===== config.mk =====
export PLATFORM = sky130hd
export DESIGN_NAME = csr_counter_bank
export DESIGN_NICKNAME = d
export VERILOG_FILES = /design/src/rtl/csr_counter_bank.sv
export SDC_FILE = /design/constraint.sdc
export NUM_CORES = 2
export LEC_CHECK = 0
export CORE_MARGIN = 4
export CORE_UTILIZATION = 35
export CTS_CLUSTER_DIAMETER = 120
export DETAILED_ROUTE_END_ITERATION = 16
export PLACE_DENSITY = 0.52
export SLEW_MARGIN = 25
export SYNTH_ARGS = -nofsm -noshare
export SYNTH_HDL_FRONTEND = slang
export SYNTH_SLANG_ARGS = --single-unit

===== constraint.sdc =====
create_clock -name clk -period 10 [get_ports clk]
set_input_delay 2 -clock clk [delete_from_list [all_inputs] [get_ports clk]]
set_output_delay 2 -clock clk [all_outputs]
set_load 0.01 [all_outputs]

===== src/rtl/csr_counter_bank.sv =====
// Machine counter bank: mcycle, minstret, mhpmcounter3.., mcountinhibit and mhpmevent CSRs.
// Define HPM_OVERFLOW_IRQ_EN to add sticky HPM overflow flags at 0x7C0 and a registered overflowIrq.
module csr_counter_bank #(
  parameter int COUNTER_WIDTH = 64,
  parameter int NUM_HPM       = 4,
  parameter int NUM_EVENTS    = 8,
  parameter int MAX_RETIRE    = 1
) (
  input  logic                            clk,
  input  logic                            rst_n,
  input  logic                            csrValid,
  input  logic [11:0]                     csrAddr,
  input  logic [1:0]                      csrOp,
  input  logic                            csrWriteIntent,
  input  logic [31:0]                     csrWriteData,
  input  logic                            csrCommit,
  output logic [31:0]                     csrReadData,
  output logic                            csrIllegal,
  input  logic [$clog2(MAX_RETIRE+1)-1:0] retireCount,
  input  logic [NUM_EVENTS-1:0]           hpmEvent,
  output logic                            overflowIrq
);
  localparam int NCNT = NUM_HPM + 3;
  localparam int HI_W = COUNTER_WIDTH - 32;

  localparam logic [1:0] OP_NONE = 2'b00;
  localparam logic [1:0] OP_RW   = 2'b01;
  localparam logic [1:0] OP_RS   = 2'b10;
  localparam logic [1:0] OP_RC   = 2'b11;

  typedef enum logic [2:0] {K_NONE, K_CNT, K_INH, K_EVT, K_OVF} kind_e;

  function automatic logic [31:0] hpm_mask();
    logic [31:0] m;
    m = '0;
    for (int k = 3; k < NCNT; k++) m[k] = 1'b1;
    return m;
  endfunction

  localparam logic [31:0] HPM_MASK  = hpm_mask();
  localparam logic [31:0] IMPL_MASK = HPM_MASK | 32'h0000_0005;

  function automatic logic ev_hit(input logic [4:0] sel, input logic [NUM_EVENTS-1:0] ev);
    logic hit;
    hit = 1'b0;
    for (int e = 0; e < NUM_EVENTS; e++) begin
      if ({27'd0, sel} == 32'(e + 1)) hit = ev[e];
    end
    return hit;
  endfunction

  // Index 0 is mcycle, 2 is minstret, 3.. are HPM counters; index 1 never changes from 0.
  function automatic logic [COUNTER_WIDTH-1:0] inc_amount(input int k,
                                                          input logic [$clog2(MAX_RETIRE+1)-1:0] rc,
                                                          input logic [NUM_EVENTS-1:0] ev,
                                                          input logic [4:0] sel);
    logic [COUNTER_WIDTH-1:0] amt;
    amt = '0;
    if (k == 0)      amt = COUNTER_WIDTH'(1);
    else if (k == 2) amt = COUNTER_WIDTH'(rc);
    else if (k >= 3) amt = COUNTER_WIDTH'(ev_hit(sel, ev));
    return amt;
  endfunction

  logic [COUNTER_WIDTH-1:0] cnt_q   [NCNT];
  logic [COUNTER_WIDTH-1:0] cnt_d   [NCNT];
  logic [4:0]               evsel_q [NCNT];
  logic [4:0]               evsel_d [NCNT];
  logic [31:0]              inh_q, inh_d;

  kind_e                    kind;
  logic [4:0]               idx;
  logic                     is_hi;
  logic                     is_shadow;
  logic [COUNTER_WIDTH-1:0] sel_cnt;
  logic [4:0]               sel_ev;
  logic [31:0]              old_val;
  logic [31:0]              wval;
  logic [31:0]              ovf_rd;
  logic [31:0]              ovf_set;
  logic                     wr_req;
  logic                     wr_eff;

  always_comb begin
    kind      = K_NONE;
    idx       = csrAddr[4:0];
    is_hi     = csrAddr[7];
    is_shadow = 1'b0;
    if ((csrAddr[11:8] == 4'hB || csrAddr[11:8] == 4'hC) && csrAddr[6:5] == 2'b00 && IMPL_MASK[idx]) begin
      kind      = K_CNT;
      is_shadow = (csrAddr[11:8] == 4'hC);
    end else if (csrAddr == 12'h320) begin
      kind = K_INH;
    end else if (csrAddr[11:5] == 7'h19 && HPM_MASK[idx]) begin
      kind = K_EVT;
    end
`ifdef HPM_OVERFLOW_IRQ_EN
    else if (csrAddr == 12'h7C0) begin
      kind = K_OVF;
    end
`endif
  end

  always_comb begin
    sel_cnt = '0;
    sel_ev  = '0;
    for (int k = 0; k < NCNT; k++) begin
      if (idx == 5'(k)) begin
        sel_cnt = cnt_q[k];
        sel_ev  = evsel_q[k];
      end
    end
  end

  always_comb begin
    case (kind)
      K_CNT:   old_val = is_hi ? 32'(sel_cnt[COUNTER_WIDTH-1:32]) : sel_cnt[31:0];
      K_INH:   old_val = inh_q;
      K_EVT:   old_val = {27'd0, sel_ev};
      K_OVF:   old_val = ovf_rd;
      default: old_val = '0;
    endcase
  end

  assign csrReadData = old_val;
  assign wr_req      = (csrOp == OP_RW) || csrWriteIntent;
  assign csrIllegal  = csrValid && (csrOp != OP_NONE) &&
                       ((kind == K_NONE) || (is_shadow && wr_req));
  assign wr_eff      = csrValid && csrCommit && !csrIllegal && (csrOp != OP_NONE) && wr_req;

  always_comb begin
    case (csrOp)
      OP_RW:   wval = csrWriteData;
      OP_RS:   wval = old_val | csrWriteData;
      OP_RC:   wval = old_val & ~csrWriteData;
      default: wval = old_val;
    endcase
  end

  // A CSR write to a counter half replaces that half and suppresses the increment for the cycle.
  always_comb begin
    ovf_set = '0;
    for (int k = 0; k < NCNT; k++) begin
      cnt_d[k]   = cnt_q[k];
      evsel_d[k] = evsel_q[k];
      if (wr_eff && kind == K_CNT && idx == 5'(k)) begin
        if (is_hi) cnt_d[k] = {wval[HI_W-1:0], cnt_q[k][31:0]};
        else       cnt_d[k] = {cnt_q[k][COUNTER_WIDTH-1:32], wval};
      end else if (!inh_q[k]) begin
        cnt_d[k] = cnt_q[k] + inc_amount(k, retireCount, hpmEvent, evsel_q[k]);
        if (HPM_MASK[k] && ev_hit(evsel_q[k], hpmEvent) && (&cnt_q[k])) ovf_set[k] = 1'b1;
      end
      if (wr_eff && kind == K_EVT && idx == 5'(k)) evsel_d[k] = wval[4:0];
    end
    inh_d = (wr_eff && kind == K_INH) ? (wval & IMPL_MASK) : inh_q;
  end

  always_ff @(posedge clk) begin
    if (!rst_n) begin
      for (int k = 0; k < NCNT; k++) begin
        cnt_q[k]   <= '0;
        evsel_q[k] <= '0;
      end
      inh_q <= '0;
    end else begin
      for (int k = 0; k < NCNT; k++) begin
        cnt_q[k]   <= cnt_d[k];
        evsel_q[k] <= evsel_d[k];
      end
      inh_q <= inh_d;
    end
  end

`ifdef HPM_OVERFLOW_IRQ_EN
  logic [31:0] ovf_q, ovf_d;
  logic        irq_q;

  // A software write to the flag CSR overrides a flag being set in the same cycle.
  always_comb begin
    if (wr_eff && kind == K_OVF) ovf_d = wval & HPM_MASK;
    else                         ovf_d = (ovf_q | ovf_set) & HPM_MASK;
  end

  always_ff @(posedge clk) begin
    if (!rst_n) begin
      ovf_q <= '0;
      irq_q <= 1'b0;
    end else begin
      ovf_q <= ovf_d;
      irq_q <= |ovf_q;
    end
  end

  assign ovf_rd      = ovf_q;
  assign overflowIrq = irq_q;
`else
  logic unused_ovf_set;
  assign unused_ovf_set = ^ovf_set;
  assign ovf_rd         = '0;
  assign overflowIrq    = 1'b0;
`endif

endmodule

* Word-level counts from Yosys, hierarchy flattened *
Memory sizes are Yosys's and may differ from the RTL's.
Cells that the tools add are included.

storage, ports and cells
  register bits after elaboration = 6
  bits in writable memories = 483
  ROM bits = 64
  input port bits = 60
  output and inout bits = 34
  word-level logic and storage cells = 222
  memories kept = 4

operators by class
  $add $sub $neg = 6
  order comparisons = 1
  eq/ne operators = 48
  mux-type cells = 110
  bitwise operators = 17
  reductions and logical operators = 35

memories
  name             depth  bits a word  rd ports  clocked after Yosys merged registers in  wr ports  RTL line  text
  cnt_q            7      64           7         0                                        7         65        logic [COUNTER_WIDTH-1:0] cnt_q [NCNT];
  evsel_q          7      5            7         0                                        7         67        logic [4:0] evsel_q [NCNT];
  (no name shown)  32     1            1         0                                        0         94        end else if (csrAddr[11:5] == 7'h19 && HPM_MASK[idx]) begin
  (no name shown)  32     1            1         0                                        0         89        if ((csrAddr[11:8] == 4'hB || csrAddr[11:8] == 4'hC) && csrAddr[6:5] == 2'b00 && IMPL_MASK[idx]) begin

operators with widths
  kind                    number
  $mux W64                46
  $add A64 B64 Y64        6
  $pmux W32 S3            2
  $mux W5                 21
  $eq A5 B3 Y1 const B    19
  $eq A5 B2 Y1 const B    10
  $mux W1                 37
  $and A32 B32 Y32        1
  $mux W32                1
  $not A32 Y32            1
  $or A32 B32 Y32         1
  $logic_and A1 B1 Y1     27
  $eq A5 B1 Y1 const B    5
  $eq A5 B4 Y1 const B    4
  $or A1 B1 Y1            14
  $eq A12 B10 Y1 const B  1
  $eq A4 B4 Y1 const B    2
  $eq A7 B5 Y1 const B    1
  $eq A3 B2 Y1 const B    2
  $lt A5 B6 Y1 const B    1
  $mux W3                 2
  $logic_not A5 Y1        1
  $eq A2 B2 Y1 const B    2
  $eq A3 B1 Y1 const B    1
  7 further kinds         9

* Depth between registers and ports, before layout *
  depth in word-level cells = 20
  gate-level depth with buffers = 16
  mapped depth without buffers = 16

* Worst setup path after synthesis *
No wires, ideal clock.

  kind = input to output
  from = input port csrAddr[4]
  to = output port csrReadData[15]
  arrival time = 3776 ps
  path slack = 4224 ps
  stages on the path = 8
  buffers on the path = 3
  cells stage by stage = buf_2 -> or4b_4 -> nor2_8 -> buf_4 -> buf_2 -> a221oi_1 -> a211o_1 -> nor2_1

between the ends
  longest elaborated chain between the ends = 10

ends and longest elaborated chain
  element                                                                 RTL line  text
  start: declaration                                                      12        input logic [11:0] csrAddr,
  parallel branches: the longest is 9 deep, another holds $mem_v2 Z32 W1  n/a
  $pmux W32 S3 (*)                                                        116       case (kind)
  end: declaration                                                        17        output logic [31:0] csrReadData,

Every way passes the cells marked *. The select of a mux whose other input is x is not followed.

* Worst setup path in the final report *
  from = input port csrAddr[3]
  to = output port csrReadData[31]

The elaborated chain is that of the path after synthesis.

==> run_results.csv <==
group,metric,value,unit
pwr,power.share.clock,49.7,%
clock_tree,cts_hold_buf,0,
logic_synthesis,synth_ff_type,"dfxtp_1",
logic_synthesis,synth_edf_count,0,
logic_synthesis,netlist.area_leader.share,30.6,%
floorplan,initial_core_util,35.3,%
setup_path,critical_path_class,"input pin to output pin",
logic_synthesis,ys_seq_area_share,30.6,%
pwr,p_seq_share,41.0,%
sta,fmax,123,MHz
sta,fin_crit_sh,81.4,%
sta,setup_violations,0,
logic_synthesis,async_flop_share,0,%
setup_path,reg2reg_to,"cnt_q[5][60]$_SDFFE_PN0P_",
setup_path,timing.rr.start,"evsel_q[5][2]$_SDFFE_PN0P_",
logic_synthesis,ys.warnings.count,0,
sta,tightest_slew,1.13,ns
sta,skew,0.0197,ns
clock_tree,post_cts_resized,0,
final_layout,layout-drive-gt1-share,9.41,%
pwr,p_int,3.41,mW
pwr,power.leakage,11.7,nW
setup_path,worstRegToRegCells,16,
floorplan,rows,110,
flow_run,maxCapViolCount,0,
status,status,"finished clean",
setup_path,crit_fanout,26,
logic_synthesis,synth_area_per_cell,7.58,µm²
final_layout,nets,4220,
setup_path,cp-start-kind,"input pin",
global_route,gr-total-overflow,0,
route,drc,0,
worst_hold_path,holdCritPathClass,"register to register",
clock_tree,cts_sinks,486,
placement,dpl.hpwl,150000,µm
setup_path,r2r_slack,4.93,ns
logic_synthesis,synth_seq_cells,486,
sta,tns,0,ns
route,ant_nets,0,
worst_hold_path,min_from,"cnt_q[1][6]$_SDFFE_PN0P_",
placement,gp_congestion,1.08,
sta,finalCriticalPeriod,8.14,ns
clock_tree,clock_latency,0.67,ns
global_route,grt_max_degree,166,
clock_tree,cts_buffer_depth,3,
worst_hold_path,worstHoldEndpoint,"cnt_q[1][6]$_SDFFE_PN0P_",
route,firstDrtPassIters,8,
final_layout,area.growth.synth_to_final,13.7,%
logic_synthesis,yosysUniqueCellTypes,112,
pwr,combPwrFrac,9.3,%
setup_path,endpoint_kind,"output pin",
clock_tree,htreeDepth,2,
sta,relSlewSlack,24.0,%
sta,finalHoldViolations,0,
clock_tree,clk_pin_slew,0.06,ns
floorplan,die_h,310,µm
global_route,grt_util_all_layers,41.2,%
placement,placed_area,34000,µm²
clock_tree,cts_tree,"yes",
floorplan,die_w,310,µm
logic_synthesis,yosysTopAreaCell,"dfxtp_1",
route,wirelength,205000,µm
global_route,antenna_found_initial,26,
setup_path,arrival,6.14,ns
logic_synthesis,netlist_top_cells_area,"dfxtp_1 (31%), a21oi_1 (5.6%), o21ai_0 (4.5%)",
sta,slew_violations,0,
pwr,ir_drop,0.148,mV
route,num_vias,38001,
route,vias_per_cell,7.04,
worst_hold_path,hold_path_depth,1,
clock_tree,cts_setup_buffers,0,
global_route,grt_pass1_wl,279000,µm
final_layout,n_fill_cell,9367,
floorplan,die-area,95800,µm²
clock_tree,cts_made_buffers,60,
logic_synthesis,syn_inst,4199,
pwr,power_density,131,nW/µm²
final_layout,postLayoutCellArea,36200,µm²
setup_path,path_cells,"clkdlybuf4s50_1 -> buf_4 -> or3b_1 -> nor2_4 -> buf_4 -> a22oi_1 -> a311oi_2 -> clkdlybuf4s50_1",
global_route,grt_pass1_vias,33334,
setup_path,critical_path_required,8.00,ns
route,drt_iter0_drc,6186,
pwr,swShare,27.9,%
sta,rsz0062_at_grt,"no",
pwr,power.switching,1.32,mW
floorplan,coreArea,90100,µm²
setup_path,cp_slowest_cell,"or3b_1",
clock_tree,root_buffer,"clkbuf_16",
logic_synthesis,syn_nets,4270,
setup_path,slowest_delay,0.75,ns
floorplan,io-pin-count,94,
route,wl_per_cell,37.9,µm
placement,numPortBuffers,92,
pwr,power,4.73,mW
logic_synthesis,syn-cell-area,31800,µm²
-- logic make-up after synthesis --
family,share of synthesized area [%]
AO/OA/AOI/OAI,29.6
flip-flops,30.6
XOR/XNOR,2.06
buffers and inverters,4.99
adder cells (fa/ha/maj),0.433
multiplexers,4.90
AND/OR/NAND/NOR,27.4
other,0.0118
-- routing by layer --
metal  wire length [µm]  global-route usage [%]
met5                 71                       0
met4              17400                    29.7
met3              25100                    11.4
met2              83100                    58.1
met1              79000                    53.8
-- cells in the mapped netlist (43+ instances only) --
cell and count:
a22oi_1 50, nor3_1 156, dfxtp_1 486, inv_1 55, buf_2 81, o21ai_0 286, mux2i_1 85, and3_1 94
and2_1 105, o211ai_1 62, nor4_1 49, a21oi_1 354, mux2_2 43, clkbuf_1 196, nand4_1 125, nand3_1 237
nand2_1 378, a31oi_1 59, a211oi_1 70, o22ai_1 94, a221oi_1 43, nor2_1 316
-- power groups by stage --
stage               sequential (mW)  combinational [mW]  clock (mW)
floorplan                      1.98               0.175           0
global placement               1.98               0.408           0
detailed placement             1.98               0.410           0
CTS                            1.94               0.410        2.37
global route                   1.94               0.429        2.45
finish                         1.94               0.438        2.35
-- worst max-delay path, delay by kind of cell --
kind	cells	cell delay, ns
and+or+nand+nor	2	1.46
AOI/OAI and AO/OA	2	0.93
buffers and inverters	4	1.72
-- metrics by stage --
step	util (%)	std cells	hold WS, ns	setup slack [ns]
5_1_grt	40.1	5374	0.468	1.91
3_3_place_gp	37.6	5260	0.437	1.96
6_report	40.1	5395	0.456	1.86
3_5_place_dp	37.7	5261	0.440	1.83
2_1_floorplan	-	4199	0.424	4.22
4_1_cts	40.0	5371	0.454	1.84
-- layout by cell type, fill, tap and decap left out, drive strengths merged, types with 60 or more instances in the layout --
| cell type | count |
|---|---|
| a211oi | 73 |
| a21oi | 356 |
| a31oi | 60 |
| and2 | 111 |
| and3 | 94 |
| buf | 118 |
| clkbuf | 84 |
| clkdlybuf4s50 | 86 |
| dfxtp | 486 |
| inv | 61 |
| mux2i | 85 |
| nand2 | 381 |
| nand3 | 237 |
| nand4 | 127 |
| nor2 | 328 |
| nor3 | 169 |
| o211ai | 62 |
| o21ai | 303 |
| o22ai | 94 |
-- sequential cells by signal (all words and copies together) (netlist names) --
name and cells:
inh_q 6, evsel_q 32, cnt_q 448
-- worst max-delay path by stage --
| stage | slack (ns) | cells past startpoint | from | end |
|---|---|---|---|---|
| after floorplan | 4.22 | 8 | csrAddr[4] | csrReadData[15] |
| after global placement | 1.96 | 9 | csrAddr[3] | csrReadData[6] |
| after detailed placement | 1.83 | 9 | csrAddr[3] | csrReadData[6] |
| after CTS | 1.84 | 9 | csrAddr[3] | csrReadData[6] |
| after global routing | 1.91 | 8 | csrAddr[3] | csrReadData[31] |
| final | 1.86 | 8 | csrAddr[3] | csrReadData[31] |
-- area by class of cell --
class | instances | area [µm²] | area share (%)
well taps | 1176 | 1470 | 4.07
flip-flops and latches | 486 | 9730 | 26.9
repair buffers | 204 | 1840 | 5.08
clock buffers | 84 | 1720 | 4.76
diodes | 22 | 55.1 | 0.152
clock inverters | 26 | 335 | 0.927
inverters | 61 | 234 | 0.647
multi-input cells | 3336 | 20800 | 57.5
(Power assumes the default switching activity.)
